<file path="src/rtl/tdc_pkg.sv">
// tdc_pkg: control FSM encodings and default geometry shared by the TDC core
// and the readout/register block.
`timescale 1ns/1ps
package tdc_pkg;

  localparam int unsigned TDC_TAPS     = 32;
  localparam int unsigned TDC_COARSE_W = 16;
  localparam int unsigned TDC_FINE_W   = 6;

  localparam logic [1:0] ST_IDLE  = 2'd0;
  localparam logic [1:0] ST_ARMED = 2'd1;
  localparam logic [1:0] ST_RUN   = 2'd2;
  localparam logic [1:0] ST_DRAIN = 2'd3;

endpackage

</file>
<file path="src/rtl/tdc_tap_capture.sv">
// tdc_tap_capture: one event input -> tapped delay line -> clk snapshot.
//   clk, rst_n : sampling clock, async active-low reset
//   event_in   : asynchronous event (rising edge is measured)
//   detect     : snapshot tap0 rose since the previous snapshot (registered)
//   fine       : ones-count of the snapshot, 0..TAPS (registered)
//   sat        : fine == TAPS (registered)
`timescale 1ns/1ps
module tdc_tap_capture #(
  parameter int unsigned TAPS   = 32,
  parameter int unsigned FINE_W = 6
`ifdef TDC_SIM
  , parameter real TAP_DLY = 0.5
`endif
) (
  input  logic              clk,
  input  logic              rst_n,
  input  logic              event_in,
  output logic              detect,
  output logic [FINE_W-1:0] fine,
  output logic              sat
);

  logic [TAPS-1:0]   taps;
  logic [TAPS-1:0]   snap;
  logic              prev_tap0;
  logic [FINE_W-1:0] ones_c;

  // Delay line: one kept buffer cell per tap, each tap delayed from the previous one.
  for (genvar i = 0; i < TAPS; i++) begin : g_tap
    (* keep = "true" *) logic t;
    if (i == 0) begin : g_first
`ifdef TDC_SIM
      assign #(TAP_DLY) t = event_in;
`else
      assign t = event_in;
`endif
    end else begin : g_next
`ifdef TDC_SIM
      assign #(TAP_DLY) t = g_tap[i-1].t;
`else
      assign t = g_tap[i-1].t;
`endif
    end
    assign taps[i] = t;
  end

  // Population count tolerates bubbles in the thermometer code.
  always_comb begin
    ones_c = '0;
    for (int i = 0; i < TAPS; i++) begin
      ones_c = ones_c + FINE_W'(snap[i]);
    end
  end

  // Snapshot and decode stage.
  always_ff @(posedge clk or negedge rst_n) begin
    if (!rst_n) begin
      snap      <= '0;
      prev_tap0 <= 1'b0;
      detect    <= 1'b0;
      fine      <= '0;
      sat       <= 1'b0;
    end else begin
      snap      <= taps;
      prev_tap0 <= snap[0];
      detect    <= snap[0] & ~prev_tap0;
      fine      <= ones_c;
      sat       <= (ones_c == FINE_W'(TAPS));
    end
  end

endmodule

</file>
<file path="src/rtl/tdc_multistop.sv">
// tdc_multistop: one start channel timed against N_STOP stop channels.
//   clk, rst_n      : sampling clock, async active-low reset
//   enable, arm     : block enable (low aborts to IDLE), one-shot arm request
//   start_in        : asynchronous start event
//   stop_in         : asynchronous stop events, one per channel
//   busy            : measurement in progress (ARMED, RUN, DRAIN)
//   res_valid/ready : result handshake, one result per channel in ascending order
//   res_channel, res_coarse, res_fine_start, res_fine_stop, res_timeout, res_sat
`timescale 1ns/1ps
module tdc_multistop
  import tdc_pkg::*;
#(
  parameter int unsigned TAPS     = TDC_TAPS,
  parameter int unsigned N_STOP   = 2,
  parameter int unsigned COARSE_W = TDC_COARSE_W,
  parameter int unsigned FINE_W   = TDC_FINE_W,
  parameter int unsigned CH_W     = 1
`ifdef TDC_SIM
  , parameter real TAP_DLY = 0.5
`endif
) (
  input  logic                clk,
  input  logic                rst_n,
  input  logic                enable,
  input  logic                arm,
  input  logic                start_in,
  input  logic [N_STOP-1:0]   stop_in,
  output logic                busy,
  output logic                res_valid,
  input  logic                res_ready,
  output logic [CH_W-1:0]     res_channel,
  output logic [COARSE_W-1:0] res_coarse,
  output logic [FINE_W-1:0]   res_fine_start,
  output logic [FINE_W-1:0]   res_fine_stop,
  output logic                res_timeout,
  output logic                res_sat
);

  localparam logic [COARSE_W-1:0] MAX_COARSE = '1;

  logic              start_det;
  logic [FINE_W-1:0] start_fine;
  logic              start_fsat;
  logic [N_STOP-1:0] stop_det;
  logic [FINE_W-1:0] stop_fine [N_STOP];
  logic [N_STOP-1:0] stop_fsat;

  tdc_tap_capture #(
    .TAPS   (TAPS),
    .FINE_W (FINE_W)
`ifdef TDC_SIM
    , .TAP_DLY(TAP_DLY)
`endif
  ) u_start_cap (
    .clk      (clk),
    .rst_n    (rst_n),
    .event_in (start_in),
    .detect   (start_det),
    .fine     (start_fine),
    .sat      (start_fsat)
  );

  for (genvar i = 0; i < N_STOP; i++) begin : g_stop
    tdc_tap_capture #(
      .TAPS   (TAPS),
      .FINE_W (FINE_W)
`ifdef TDC_SIM
      , .TAP_DLY(TAP_DLY)
`endif
    ) u_stop_cap (
      .clk      (clk),
      .rst_n    (rst_n),
      .event_in (stop_in[i]),
      .detect   (stop_det[i]),
      .fine     (stop_fine[i]),
      .sat      (stop_fsat[i])
    );
  end

  logic [1:0]          state, state_d;
  logic [COARSE_W-1:0] coarse, coarse_d, coarse_inc;
  logic [N_STOP-1:0]   hit, hit_d;
  logic [COARSE_W-1:0] hit_coarse [N_STOP];
  logic [COARSE_W-1:0] hit_coarse_d [N_STOP];
  logic [FINE_W-1:0]   hit_fine [N_STOP];
  logic [FINE_W-1:0]   hit_fine_d [N_STOP];
  logic [N_STOP-1:0]   hit_sat, hit_sat_d;
  logic [FINE_W-1:0]   fs, fs_d;
  logic                fs_sat, fs_sat_d;
  logic [CH_W-1:0]     ch_idx, ch_d;
  logic                load;
  logic [CH_W-1:0]     ld_idx;
  logic                busy_d, valid_d, timeout_d, sat_d;
  logic [CH_W-1:0]     channel_d;
  logic [COARSE_W-1:0] res_coarse_d;
  logic [FINE_W-1:0]   fine_start_d, fine_stop_d;

  // Next-state, stop latching and result-register loading.
  always_comb begin
    state_d      = state;
    coarse_d     = coarse;
    hit_d        = hit;
    hit_coarse_d = hit_coarse;
    hit_fine_d   = hit_fine;
    hit_sat_d    = hit_sat;
    fs_d         = fs;
    fs_sat_d     = fs_sat;
    ch_d         = ch_idx;
    load         = 1'b0;
    ld_idx       = '0;
    valid_d      = res_valid;
    channel_d    = res_channel;
    res_coarse_d = res_coarse;
    fine_start_d = res_fine_start;
    fine_stop_d  = res_fine_stop;
    timeout_d    = res_timeout;
    sat_d        = res_sat;
    coarse_inc   = (coarse == MAX_COARSE) ? coarse : coarse + COARSE_W'(1);

    case (state)
      ST_IDLE: begin
        if (arm && enable) begin
          state_d  = ST_ARMED;
          coarse_d = '0;
          hit_d    = '0;
        end
      end
      ST_ARMED: begin
        if (start_det) begin
          state_d  = ST_RUN;
          coarse_d = '0;
          fs_d     = start_fine;
          fs_sat_d = start_fsat;
        end
      end
      ST_RUN: begin
        coarse_d = coarse_inc;
        // A stop seen in this cycle belongs to the incremented count.
        for (int i = 0; i < N_STOP; i++) begin
          if (stop_det[i] && !hit[i]) begin
            hit_d[i]        = 1'b1;
            hit_coarse_d[i] = coarse_inc;
            hit_fine_d[i]   = stop_fine[i];
            hit_sat_d[i]    = stop_fsat[i];
          end
        end
        if ((&hit) || (coarse == MAX_COARSE)) begin
          state_d = ST_DRAIN;
          ch_d    = '0;
          load    = 1'b1;
          ld_idx  = '0;
        end
      end
      ST_DRAIN: begin
        if (res_valid && res_ready) begin
          if (ch_idx == CH_W'(N_STOP - 1)) begin
            state_d = ST_IDLE;
            valid_d = 1'b0;
          end else begin
            ch_d   = ch_idx + CH_W'(1);
            load   = 1'b1;
            ld_idx = ch_idx + CH_W'(1);
          end
        end
      end
      default: state_d = ST_IDLE;
    endcase

    // Missed channels report a saturated count with no stop fine value.
    if (load) begin
      valid_d      = 1'b1;
      channel_d    = ld_idx;
      fine_start_d = fs;
      timeout_d    = ~hit_d[ld_idx];
      res_coarse_d = hit_d[ld_idx] ? hit_coarse_d[ld_idx] : MAX_COARSE;
      fine_stop_d  = hit_d[ld_idx] ? hit_fine_d[ld_idx] : '0;
      sat_d        = fs_sat | (hit_d[ld_idx] & hit_sat_d[ld_idx]);
    end

    if (!enable) begin
      state_d = ST_IDLE;
      valid_d = 1'b0;
      hit_d   = '0;
    end

    busy_d = (state_d != ST_IDLE);
  end

  // State and output registers.
  always_ff @(posedge clk or negedge rst_n) begin
    if (!rst_n) begin
      state          <= ST_IDLE;
      coarse         <= '0;
      hit            <= '0;
      hit_sat        <= '0;
      fs             <= '0;
      fs_sat         <= 1'b0;
      ch_idx         <= '0;
      for (int i = 0; i < N_STOP; i++) begin
        hit_coarse[i] <= '0;
        hit_fine[i]   <= '0;
      end
      busy           <= 1'b0;
      res_valid      <= 1'b0;
      res_channel    <= '0;
      res_coarse     <= '0;
      res_fine_start <= '0;
      res_fine_stop  <= '0;
      res_timeout    <= 1'b0;
      res_sat        <= 1'b0;
    end else begin
      state          <= state_d;
      coarse         <= coarse_d;
      hit            <= hit_d;
      hit_sat        <= hit_sat_d;
      fs             <= fs_d;
      fs_sat         <= fs_sat_d;
      ch_idx         <= ch_d;
      hit_coarse     <= hit_coarse_d;
      hit_fine       <= hit_fine_d;
      busy           <= busy_d;
      res_valid      <= valid_d;
      res_channel    <= channel_d;
      res_coarse     <= res_coarse_d;
      res_fine_start <= fine_start_d;
      res_fine_stop  <= fine_stop_d;
      res_timeout    <= timeout_d;
      res_sat        <= sat_d;
    end
  end

endmodule
</file>
<file path="config.mk">
export PLATFORM = sky130hd
export DESIGN_NAME = tdc_multistop
export DESIGN_NICKNAME = d
export VERILOG_FILES = /design/src/rtl/tdc_pkg.sv /design/src/rtl/tdc_tap_capture.sv /design/src/rtl/tdc_multistop.sv
export SDC_FILE = /design/constraint.sdc
export NUM_CORES = 1
export LEC_CHECK = 0
export ABC_AREA = 1
export BUFFER_PORTS_ARGS = -buffer_cell sky130_fd_sc_hd__buf_2
export CAP_MARGIN = 20
export CORE_MARGIN = 1
export CORE_UTILIZATION = 51
export CTS_BUF_LIST = sky130_fd_sc_hd__clkbuf_16
export DETAILED_ROUTE_END_ITERATION = 16
export PLACE_DENSITY = 0.72
export SLEW_MARGIN = 10
export SYNTH_ARGS = -nofsm -noshare
export SYNTH_HDL_FRONTEND = slang
export SYNTH_HIERARCHICAL = 1
export SYNTH_SLANG_ARGS = --single-unit
</file>
<file path="constraint.sdc">
create_clock -name clk -period 1.75 [get_ports clk]
set_input_delay 0 -clock clk [delete_from_list [all_inputs] [get_ports clk]]
set_output_delay 0 -clock clk [all_outputs]
set_load 0.005 [all_outputs]
</file>
==> results.json <==
{
  "power.share.clock_pct": 39.0,
  "swShare_pct": 26.77,
  "drc": 0,
  "netlist_instances": 655,
  "hold_path_depth": 5,
  "h-tree-depth": 4,
  "drive_gt1_share_pct": 30.67,
  "finalClockSkew_ns": 0.006171,
  "p_switching_mw": 2.233,
  "finalPower_mw": 8.342,
  "fmax_mhz": 539.4,
  "clk_latency_ns": 0.42,
  "dp.cells": 869,
  "arrival_ns": 2.16,
  "drv_slew": 0,
  "combPwrFrac_pct": 18.5,
  "wl_per_cell_um": 15.32,
  "final_common_cell": "nand2_1",
  "syn_to_final_growth_pct": 29.27,
  "synth_area_per_cell_um2": 8.537,
  "globalplace.congestion": 0.8299,
  "internal_power_mw": 6.109,
  "use_met3_pct": 5.653,
  "cap_violations": 0,
  "cts_num_sinks": 116,
  "ys.warnings.count": 6,
  "crit_path_start_kind": "register",
  "hold_path_class": "in2reg",
  "place_area_um2": 6352,
  "pre_cts_ws_ns": -0.1755,
  "overflow": 0,
  "final_cells": 912,
  "stdcell_area_um2": 7228,
  "cts_tree": "done",
  "via_per_inst": 5.169,
  "crit_type": "reg2reg",
  "final_util_pct": 69.09,
  "leakage_nw": 3.613,
  "ant_nets": 0,
  "die-height_um": 106.7,
  "coreArea_um2": 10460,
  "clk_pin_slew_ns": 0.05,
  "outcome": "complete, but fails checks",
  "ios": 41,
  "grt_pass1_vias": 4907,
  "initial_core_util_pct": 53.44,
  "fp-row-count": 37,
  "fin_crit_ns": 1.854,
  "tns_ns": -1.345,
  "cts_buffer_depth": 2,
  "grt_busiest_layer": "met2",
  "grt_max_degree": 47,
  "cts_root_buf": "clkbuf_16",
  "ir_drop_v": 0.0008914,
  "grt_pass1_wl_um": 22760,
  "vias": 4714,
  "crit_fanout": 7,
  "grt_util_all_layers_pct": 26.24,
  "pwr-share-seq_pct": 42.6,
  "die_w_um": 106.7,
  "grt_setup_unrepaired": "yes",
  "cp-end-kind": "register",
  "layout.nets": 774,
  "cts_made_buffers": 17,
  "r2r_cells": 13,
  "layout_setup_ws_ns": -0.1039,
  "hold_viol": 0,
  "use_met1_pct": 30.67,
  "setup_violations": 24,
  "final_cell_mix": "nand2_1 (162), dfrtp_1 (116), buf_4 (60)",
  "synth_area_um2": 5592,
  "violations": "setup timing",
  "power.density_nw_per_um2": 1154,
  "required_ns": 2.06,
  "fin_crit_sh_pct": 105.9,
  "dieArea_um2": 11390,
  "firstDrtPassIters": 4,
  "io_buffers": 40,
  "use_met2_pct": 45.21,
  "hpwl_um": 8945,
  "antenna_cells": 0,
  "antenna_found_initial": 0,
  "hold_ws_ns": 0.03940,
  "wirelength_um": 13970,
  "dr.first_iter.drc_count": 215
}
-- power groups by stage --
| stage | logic (mW) | registers (mW) | clock network [mW] |
|---|---|---|---|
| 6_report | 1.54 | 3.55 | 3.25 |
| 5_1_grt | 1.73 | 3.62 | 3.42 |
| 3_5_place_dp | 1.43 | 3.59 | 0 |
| 4_1_cts | 1.49 | 3.55 | 3.26 |
| 2_1_floorplan | 1.10 | 3.52 | 0 |
| 3_3_place_gp | 1.36 | 3.55 | 0 |
-- worst max-delay path, cell delays in order, from the launching register on --
cell	delay (ns)
dfrtp_1	0.40
ha_4	0.17
nand2_4	0.05
nor2_4	0.13
nand2_4	0.08
nor2_8	0.11
inv_4	0.05
a21oi_4	0.18
nand2_2	0.12
nand2_8	0.13
buf_12	0.13
nand3_2	0.06
nand2_1	0.09
inv_1	0.05
-- area by class of cell --
type / instances / area, µm²
clock buffer: 17 / 425.4
tap: 136 / 170.2
fill: 822 / 3234
clock inverter: 13 / 118.9
multi-input combinational: 449 / 2461
inverter: 65 / 255.2
timing repair buffer: 116 / 894.6
sequential: 116 / 2903
-- flip-flops by register name, summed over array words and instances (netlist names), 6 cells and up --
| signal | count |
|---|---|
| coarse | 16 |
| res_fine_start | 6 |
| hit_fine | 12 |
| res_coarse | 16 |
| fs | 6 |
| res_fine_stop | 6 |
| hit_coarse | 32 |
-- per-layer routing --
layer	vias up	share of wire (%)
li1	2283	-
met1	2279	41
met2	111	51
met3	41	3.8
met4	0	3.8
met5	-	0
-- path summary, 6_finish.rpt --
check                                                       start                                      to  slack (ns)
setup / recovery                            coarse[1]$_DFFE_PN0P_               res_coarse[9]$_DFFE_PN0P_       -0.10
hold / removal                                                arm                      state[0]$_DFF_PN0_        0.04
setup reg to reg                            coarse[1]$_DFFE_PN0P_               res_coarse[9]$_DFFE_PN0P_       -0.10
hold reg to reg            g_stop[1].u_stop_cap/snap[0]$_DFF_PN0_  g_stop[1].u_stop_cap/fine[5]$_DFF_PN0_        0.37
max in group asynchronous                                   rst_n            u_start_cap/detect$_DFF_PN0_        1.09
min in group asynchronous                                   rst_n                  coarse[14]$_DFFE_PN0P_        0.08
-- repair_timing --
item | CTS | global route
hold buffers | 6 | 0
setup buffers | 4 | 3
resized for setup | 17 | 37
endpoints found under the setup margin | 28 | 40
endpoints found under the hold margin | 124 | 0
pin swaps | 14 | 13
No activity file was read; power rests on OpenSTA's default activity.
